==> src/rtl/multicycle_control_fsm.sv <==
// Multicycle RV32I-subset control unit: sequences one shared ALU and one unified
// memory port across several cycles per instruction, with Mem_Ready stretching.
module multicycle_control_fsm #(
   parameter bit TRAP_ON_ILLEGAL = 1'b1
) (
   input  logic       clk,
   input  logic       rst,
   input  logic [6:0] op,
   input  logic [2:0] funct3,
   input  logic       funct7_bit_5,
   input  logic       Zero,
   input  logic       Mem_Ready,
   output logic       PC_Write,
   output logic       Adr_Src,
   output logic       Mem_Write,
   output logic       IR_Write,
   output logic       Reg_Write,
   output logic [1:0] Result_Src,
   output logic [1:0] ALU_Src_A,
   output logic [1:0] ALU_Src_B,
   output logic [1:0] Imm_Src,
   output logic [2:0] ALU_Control,
   output logic       Halted,
   output logic [3:0] State
);

   typedef enum logic [3:0] {
      S_FETCH    = 4'd0,
      S_DECODE   = 4'd1,
      S_MEMADR   = 4'd2,
      S_MEMREAD  = 4'd3,
      S_MEMWB    = 4'd4,
      S_MEMWRITE = 4'd5,
      S_EXECUTER = 4'd6,
      S_EXECUTEI = 4'd7,
      S_ALUWB    = 4'd8,
      S_BEQ      = 4'd9,
      S_JAL      = 4'd10,
      S_HALT     = 4'd15
   } state_t;

   localparam logic [6:0] OP_LW  = 7'b0000011;
   localparam logic [6:0] OP_SW  = 7'b0100011;
   localparam logic [6:0] OP_R   = 7'b0110011;
   localparam logic [6:0] OP_I   = 7'b0010011;
   localparam logic [6:0] OP_BEQ = 7'b1100011;
   localparam logic [6:0] OP_JAL = 7'b1101111;

   state_t state_q;

   always_ff @(posedge clk) begin
      if (rst) begin
         state_q <= S_FETCH;
      end else begin
         case (state_q)
            S_FETCH:    if (Mem_Ready) state_q <= S_DECODE;
            S_DECODE: begin
               case (op)
                  OP_LW, OP_SW: state_q <= S_MEMADR;
                  OP_R:         state_q <= S_EXECUTER;
                  OP_I:         state_q <= S_EXECUTEI;
                  OP_BEQ:       state_q <= S_BEQ;
                  OP_JAL:       state_q <= S_JAL;
                  default:      state_q <= TRAP_ON_ILLEGAL ? S_HALT : S_FETCH;
               endcase
            end
            S_MEMADR:   state_q <= (op == OP_LW) ? S_MEMREAD : S_MEMWRITE;
            S_MEMREAD:  if (Mem_Ready) state_q <= S_MEMWB;
            S_MEMWB:    state_q <= S_FETCH;
            S_MEMWRITE: if (Mem_Ready) state_q <= S_FETCH;
            S_EXECUTER: state_q <= S_ALUWB;
            S_EXECUTEI: state_q <= S_ALUWB;
            S_ALUWB:    state_q <= S_FETCH;
            S_BEQ:      state_q <= S_FETCH;
            S_JAL:      state_q <= S_ALUWB;
            S_HALT:     state_q <= S_HALT;
            default:    state_q <= S_FETCH;
         endcase
      end
   end

   // While rst is held the outputs already show FETCH, with every enable masked.
   state_t     eff_state;
   logic       pc_update, branch, ir_wr, mem_wr, reg_wr;
   logic [1:0] alu_op;

   always_comb begin
      eff_state  = rst ? S_FETCH : state_q;
      pc_update  = 1'b0;
      branch     = 1'b0;
      ir_wr      = 1'b0;
      mem_wr     = 1'b0;
      reg_wr     = 1'b0;
      alu_op     = 2'b00;
      Adr_Src    = 1'b0;
      Result_Src = 2'b00;
      ALU_Src_A  = 2'b00;
      ALU_Src_B  = 2'b00;
      case (eff_state)
         S_FETCH: begin
            ALU_Src_B  = 2'b10;
            Result_Src = 2'b10;
            ir_wr      = Mem_Ready;
            pc_update  = Mem_Ready;
         end
         S_DECODE: begin
            ALU_Src_A = 2'b01;
            ALU_Src_B = 2'b01;
         end
         S_MEMADR: begin
            ALU_Src_A = 2'b10;
            ALU_Src_B = 2'b01;
         end
         S_MEMREAD:  Adr_Src = 1'b1;
         S_MEMWB: begin
            Result_Src = 2'b01;
            reg_wr     = 1'b1;
         end
         S_MEMWRITE: begin
            Adr_Src = 1'b1;
            mem_wr  = 1'b1;
         end
         S_EXECUTER: begin
            ALU_Src_A = 2'b10;
            alu_op    = 2'b10;
         end
         S_EXECUTEI: begin
            ALU_Src_A = 2'b10;
            ALU_Src_B = 2'b01;
            alu_op    = 2'b10;
         end
         S_ALUWB:    reg_wr = 1'b1;
         S_BEQ: begin
            ALU_Src_A = 2'b10;
            alu_op    = 2'b01;
            branch    = 1'b1;
         end
         S_JAL: begin
            ALU_Src_A = 2'b01;
            ALU_Src_B = 2'b10;
            pc_update = 1'b1;
         end
         default: ;
      endcase
   end

   assign PC_Write  = ~rst & (pc_update | (branch & Zero));
   assign IR_Write  = ~rst & ir_wr;
   assign Mem_Write = ~rst & mem_wr;
   assign Reg_Write = ~rst & reg_wr;
   assign Halted    = (eff_state == S_HALT);
   assign State     = eff_state;

   always_comb begin
      case (op)
         OP_SW:   Imm_Src = 2'b01;
         OP_BEQ:  Imm_Src = 2'b10;
         OP_JAL:  Imm_Src = 2'b11;
         default: Imm_Src = 2'b00;
      endcase
   end

   // Subtract only for R-type (op[5]=1) with bit 30 set; addi never subtracts.
   always_comb begin
      ALU_Control = 3'b000;
      case (alu_op)
         2'b01: ALU_Control = 3'b001;
         2'b10: begin
            case (funct3)
               3'b000:  ALU_Control = (op[5] & funct7_bit_5) ? 3'b001 : 3'b000;
               3'b010:  ALU_Control = 3'b101;
               3'b110:  ALU_Control = 3'b011;
               3'b111:  ALU_Control = 3'b010;
               default: ALU_Control = 3'b000;
            endcase
         end
         default: ALU_Control = 3'b000;
      endcase
   end

endmodule

==> config.mk <==
export PLATFORM = sky130hd
export DESIGN_NAME = multicycle_control_fsm
export DESIGN_NICKNAME = d
export VERILOG_FILES = /design/src/rtl/multicycle_control_fsm.sv
export SDC_FILE = /design/constraint.sdc
export NUM_CORES = 1
export LEC_CHECK = 0
export CAP_MARGIN = 40
export CORE_MARGIN = 4
export CORE_UTILIZATION = 35
export DETAILED_ROUTE_END_ITERATION = 7
export GPL_TIMING_DRIVEN = 0
export PLACE_DENSITY = 0.75
export SYNTH_ARGS = -nofsm -noshare
export SYNTH_HDL_FRONTEND = slang
export SYNTH_SLANG_ARGS = --single-unit
==> constraint.sdc <==
create_clock -name clk -period 3.5 [get_ports clk]
set_input_delay 0.525 -clock clk [delete_from_list [all_inputs] [get_ports clk]]
set_output_delay 0.525 -clock clk [all_outputs]
set_load 0.05 [all_outputs]
==> flow_summary.ini, run 1 <==
[floorplan]
std_cell_rows = 16
dieHeight_um = 53.3
ios = 36
dieArea_um2 = 2850
core_area_um2 = 1960
die_x_um = 53.3
initial_utilization = 0.367

[critical_path]
cp.required_ps = 2970
cp-start-kind = primary input
crit_fanout = 10
worstPathArrival_ps = 2840
worstSetupEndpointType = output pin
critPathKind = in -> out

[synth]
synth_top_area_frac = 0.111
synthFlopType = dfxtp_1
ys_seq_area_frac = 0.111
synth_xor_area_frac = 0.0609
synth_edf_count = 0
ys_top_cells_by_count = 9 x nor2_1, 8 x a21oi_1, 7 x nand2_1
syn_area_um2 = 719
avgSynthCellArea_um2 = 6.66
synthAdderAreaFrac = 0.0348
syn_nets = 125
synth_most_common_cell = nor2_1
synth_compound_area_frac = 0.250
synthDistinctLibCells = 39
yosys.area_share.simple = 0.430
ys_async_sr_fraction = 0
synth_top_family_by_area = simple AND/OR/NAND/NOR gates
yosysTopAreaCell = dfxtp_1
synth_mux_area_frac = 0.0157
ys_ff_latch = 4
synth.top_cells.by_area = dfxtp_1 11%, xnor2_1 6.1%, a21oi_1 5.6%
synthCells = 108
yosysWarnings = 0

[power_and_ir_drop]
switchingPower_mw = 0.241
powerDensity_nw_per_um2 = 418
ir_worst_vdd_mv = 0.172
pwr-share-clk = 0.121
leakagePower_nw = 0.406
p_int_mw = 0.233
power.share.sequential = 0.136
p_comb_frac = 0.743
fin_total_pwr_mw = 0.474
p_sw_frac = 0.509

[clock_network]
cts_tree = built
clk-insertion-delay-late_ps = 230
clk_pin_slew_worst_paths_ps = 40
cts-root-buf = clkbuf_4
postCtsSetupRepairBufs = 0
cts_made_buffers = 3
clock_path_buffers = 2
cts_sinks = 4
htreeDepth = 1

[layout]
fillers = 216
final_cell_count_no_fill = 173
largest-register = state_q
syn_to_final_growth_pct = 57.6
final_util = 0.578
drive_gt1_frac = 0.123
final_cell_area_um2 = 1130
multi_input_area_um2 = 581
final_nets = 165
reg_top3 = state_q: 4 flops
largest_register_ffs = 4
ff_latch_area_um2 = 80.1
antenna_cells = 0

[placed_design]
place_area_um2 = 1110
gp_congestion = 0.822
dp_hpwl_um = 1920
io_buffers = 35
dpl.cell_count = 170
place_ws_ps = -141

[routing]
drc = 0
postRouteAntennaNets = 0
wl_per_cell_um = 13.8
vias = 942
drt-total-wl_um = 2380
drt_iter0_markers = 28
routed_via_density = 5.45
drt_pass1_iterations = 4

[sta]
holdWs_ps = 753
fin_skew_ps = 3.46
fin_ws_ps = 135
slew_headroom = 0.653
slew_viol_final = 0
fmax_ghz = 0.297
tightest_slew_ps = 518
fin_crit_sh = 0.962
tns_ps = 0
finalHoldViolCount = 0
setup_viol = 0
rsz0062_at_grt = no
period_minus_slack_ps = 3370

[global_route]
grt_pass1_wl_um = 3920
antenna_found_initial = 0
grt_overflow_total = 0
grt_max_degree = 11
grt_util_all_layers = 0.182
grt_pass1_vias = 848

[job]
drv_cap = 0

[min_path]
hold_path.class = reg -> reg

[run_status]
status = complete, no violations
-- layer usage --
metal  GRT usage  wire length [µm]  up-vias
li1            -                 -      468
met1       0.211               999      437
met2       0.343              1240       37
met3      0.0338               145        0
met4      0.0255                 0        0
met5           0                 0        -
-- placed cells by master (no fill, tap or decap), types with 2 or more instances in the layout --
cell type	instances
nor3_2	2
buf_2	5
nand2b_1	4
or2_2	2
inv_1	5
ha_1	2
xnor2_1	5
nor3_1	5
clkbuf_4	3
dlygate4sd2_1	3
nor2_1	9
o21ai_1	2
nand3_1	4
clkbuf_1	2
clkdlybuf4s50_1	32
nor3b_1	3
or4b_1	2
a21o_1	3
o21ai_0	3
o31ai_1	2
nand2_1	7
dfxtp_1	4
nor4_1	4
o22ai_1	2
nor2b_1	6
a21oi_1	8
-- critical path, cell delays in order --
cell and delay (ps):
clkdlybuf4s50_1 470, clkbuf_1 330, nor2b_1 100, nor2b_1 140, and2_1 170, ha_1 330, nor4_2 210, dlygate4sd2_1 560
-- kinds of logic (layout without fill, tap and decap cells) --
group           after synthesis  count (layout)
simple gates                 54              54
compound gates               28              28
buf+inv                      14              52
xor+xnor                      5               5
flops                         4               4
fa+ha+maj                     2               2
mux                           1               1
-- worst paths after layout --
| kind | from | end | slack [ps] | cells past startpoint |
|---|---|---|---|---|
| max reg2reg | state_q[3] | state_q[2] | 2010 | 6 |
| min reg2reg | state_q[3] | state_q[3] | 750 | 4 |
| max | rst | ALU_Control[2] | 130 | 8 |
| min | state_q[3] | state_q[3] | 750 | 4 |
-- cell type report --
type | count | share of cell area
Buffer | 9 | 0.0453
Clock buffer | 3 | 0.0199
Inverter | 5 | 0.0166
Multi-Input combinational cell | 90 | 0.512
Sequential cell | 4 | 0.0706
Tap cell | 27 | 0.0298
Timing Repair Buffer | 35 | 0.306
-- power groups by stage --
stage	Clock, mW	Sequential (mW)	Combinational, mW
after floorplan	0	0.0625	0.253
final	0.0574	0.0645	0.352
after detailed placement	0	0.0650	0.350
after CTS	0.0601	0.0641	0.352
after global placement	0	0.0643	0.345
after global routing	0.0631	0.0656	0.378
-- repair_timing --
| item | in CTS | in global routing |
|---|---|---|
| hold buffers | 0 | 0 |
| resized for setup | 3 | 0 |
| endpoints found under the setup margin | 3 | 0 |
Note: power is estimated with default switching activity, not from simulation.
==> inputs of run 2 (changes only) <==
CELL_PAD_IN_SITES_DETAIL_PLACEMENT = 1   (was unset)
CELL_PAD_IN_SITES_GLOBAL_PLACEMENT = 2   (was unset)
CORE_UTILIZATION = 21   (was 35)
PLACE_DENSITY = 0.87   (was 0.75)
==> run 2 against run 1 <==
Effect of this change:
- design area grew 1.5%
- utilization shrank 21 points
- non-clock buffer count is the same
- global-route usage shrank 7.0 points
- largest cell class unchanged
- via count shrank 0.64%
- final cell count grew 9.8%
- count of clock-buffer cells in the layout is the same
- first-iteration DRC count shrank 29%
- wire length grew 7.9%
- combinational power is essentially flat
- sequential cell count is the same
- highest routed layer unchanged
==> flow_summary.ini, run 2 (synthesis results as in run 1) <==
[run_status]
status = complete, no violations

[layout]
layout_common_cells = 32 x clkdlybuf4s50_1, 9 x nor2_1, 8 x a21oi_1
reg_top3 = state_q: 4 flops
multi_input_area_um2 = 581
final_cell_area_um2 = 1150
ff_latch_area_um2 = 80.1
fillers = 417
syn_to_final_growth_pct = 60.0
largest-register = state_q
final_nets = 165
final_util = 0.365
antenna_cells = 0
final_cell_count_no_fill = 190
drive_gt1_frac = 0.130
largest_register_ffs = 4
final_common_cell = clkdlybuf4s50_1

[placed_design]
place_area_um2 = 1140
dpl.cell_count = 187
gp_congestion = 0.826
place_ws_ps = -209
dp_hpwl_um = 2110
io_buffers = 35

[clock_network]
clk-insertion-delay-late_ps = 230
clock_path_buffers = 2
cts_made_buffers = 3
htreeDepth = 1
clk_pin_slew_worst_paths_ps = 40
cts_tree = built
cts-root-buf = clkbuf_4
postCtsSetupRepairBufs = 0
cts_sinks = 4

[routing]
drt_pass1_iterations = 4
wl_per_cell_um = 13.5
drt-total-wl_um = 2570
routed_via_density = 4.93
drc = 0
postRouteAntennaNets = 0
vias = 936
drt_iter0_markers = 20

[critical_path]
reg2reg_to = state_q[0]
worstPathArrival_ps = 2790
critical-path-slowest-cell = dlygate4sd2_1
critPathKind = in -> out
cp_cell_sequence = clkdlybuf4s50_1 -> clkbuf_1 -> nor2b_1 -> nor2b_1 -> and2_1 -> ha_1 -> nor3_2 -> dlygate4sd2_1
crit_family = buffers and inverters
cp-start-kind = primary input
worstSetupStartpoint = rst
r2r_cells = 6
crit_fanout = 10
cp.required_ps = 2970
crit_path_frequent_cell = nor2b_1
reg2reg_slack_ps = 2000
timing.rr.start = state_q[3]
max_stage_delay_ps = 540
cp_num_buf_inv = 3
worstSetupEndpointType = output pin

[global_route]
antenna_found_initial = 0
grt_max_degree = 11
grt_pass1_vias = 913
grt_pass1_wl_um = 3950
grt_util_all_layers = 0.112
grt_overflow_total = 0

[floorplan]
die_x_um = 66.5
std_cell_rows = 20
dieArea_um2 = 4430
initial_utilization = 0.228
ios = 36
core_area_um2 = 3150
dieHeight_um = 66.5

[sta]
fin_skew_ps = 5.89
finalHoldViolCount = 0
tns_ps = 0
fin_crit_sh = 0.948
tightest_slew_ps = 511
fmax_ghz = 0.302
rsz0062_at_grt = no
holdWs_ps = 760
slew_headroom = 0.659
period_minus_slack_ps = 3320
slew_viol_final = 0
fin_ws_ps = 183
setup_viol = 0

[power_and_ir_drop]
switchingPower_mw = 0.242
pwr-share-clk = 0.117
fin_total_pwr_mw = 0.475
p_int_mw = 0.233
powerDensity_nw_per_um2 = 413
p_comb_frac = 0.746
power.share.sequential = 0.137
ir_worst_vdd_mv = 0.134
p_sw_frac = 0.510
leakagePower_nw = 0.402

[min_path]
hold-path-endpoint = state_q[3]
hold_start = state_q[3]
min_path_cells = 4
hold_path.class = reg -> reg

[job]
drv_cap = 0
==> run 2: changes by cell type in the layout (fill, tap and decap cells not counted), sizes merged <==
| cell | delta |
|---|---|
| clkbuf | +1 |
| dlygate4sd2 | -1 |
==> run 2: cell type report <==
type,count,area share
timing repair buffer,35,0.298
tap,44,0.0478
clock buffer,3,0.0196
sequential,4,0.0696
buffer,9,0.0446
multi-input combinational,90,0.504
inverter,5,0.0163
==> run 2: repair_timing <==
| action | in CTS | in global routing |
|---|---|---|
| gates resized for setup | 3 | 3 |
| hold buffers | 0 | 0 |
| setup endpoints to repair | 3 | 1 |
| pin swaps | 0 | 0 |
==> run 2: worst min-delay path, delay by kind of cell (launching register included) <==
family	cells	cell delay (ps)
flops	1	300
xor+xnor	1	140
compound gates	1	60
simple gates	2	220
==> run 2: how the worst max path moves through the flow <==
stage                     endpoint  slack, ps  cells past startpoint
global route        ALU_Control[1]         30                      8
detailed placement  ALU_Control[2]       -210                      8
global placement    ALU_Control[2]       -210                      8
finish              ALU_Control[1]        180                      8
CTS                 ALU_Control[2]         80                      8
floorplan           ALU_Control[2]         -4                      6
==> run 2: power by group through the flow <==
stage / combinational, mW / clock (mW) / sequential (mW)
2_1_floorplan: 0.253 / 0 / 0.0625
3_3_place_gp: 0.351 / 0 / 0.0646
3_5_place_dp: 0.356 / 0 / 0.0656
4_1_cts: 0.357 / 0.0596 / 0.0649
5_1_grt: 0.377 / 0.0630 / 0.0659
6_report: 0.354 / 0.0556 / 0.0653
==> run 2: routing by layer <==
layer / global-route usage / routed length (µm) / part of all wire / up-vias
li1: - / - / - / 465
met1: 0.122 / 1090 / 0.42 / 445
met2: 0.221 / 1320 / 0.51 / 26
met3: 0.0253 / 155 / 0.060 / 0
met4: 0.0152 / 0 / 0 / 0
met5: 0 / 0 / 0 / -
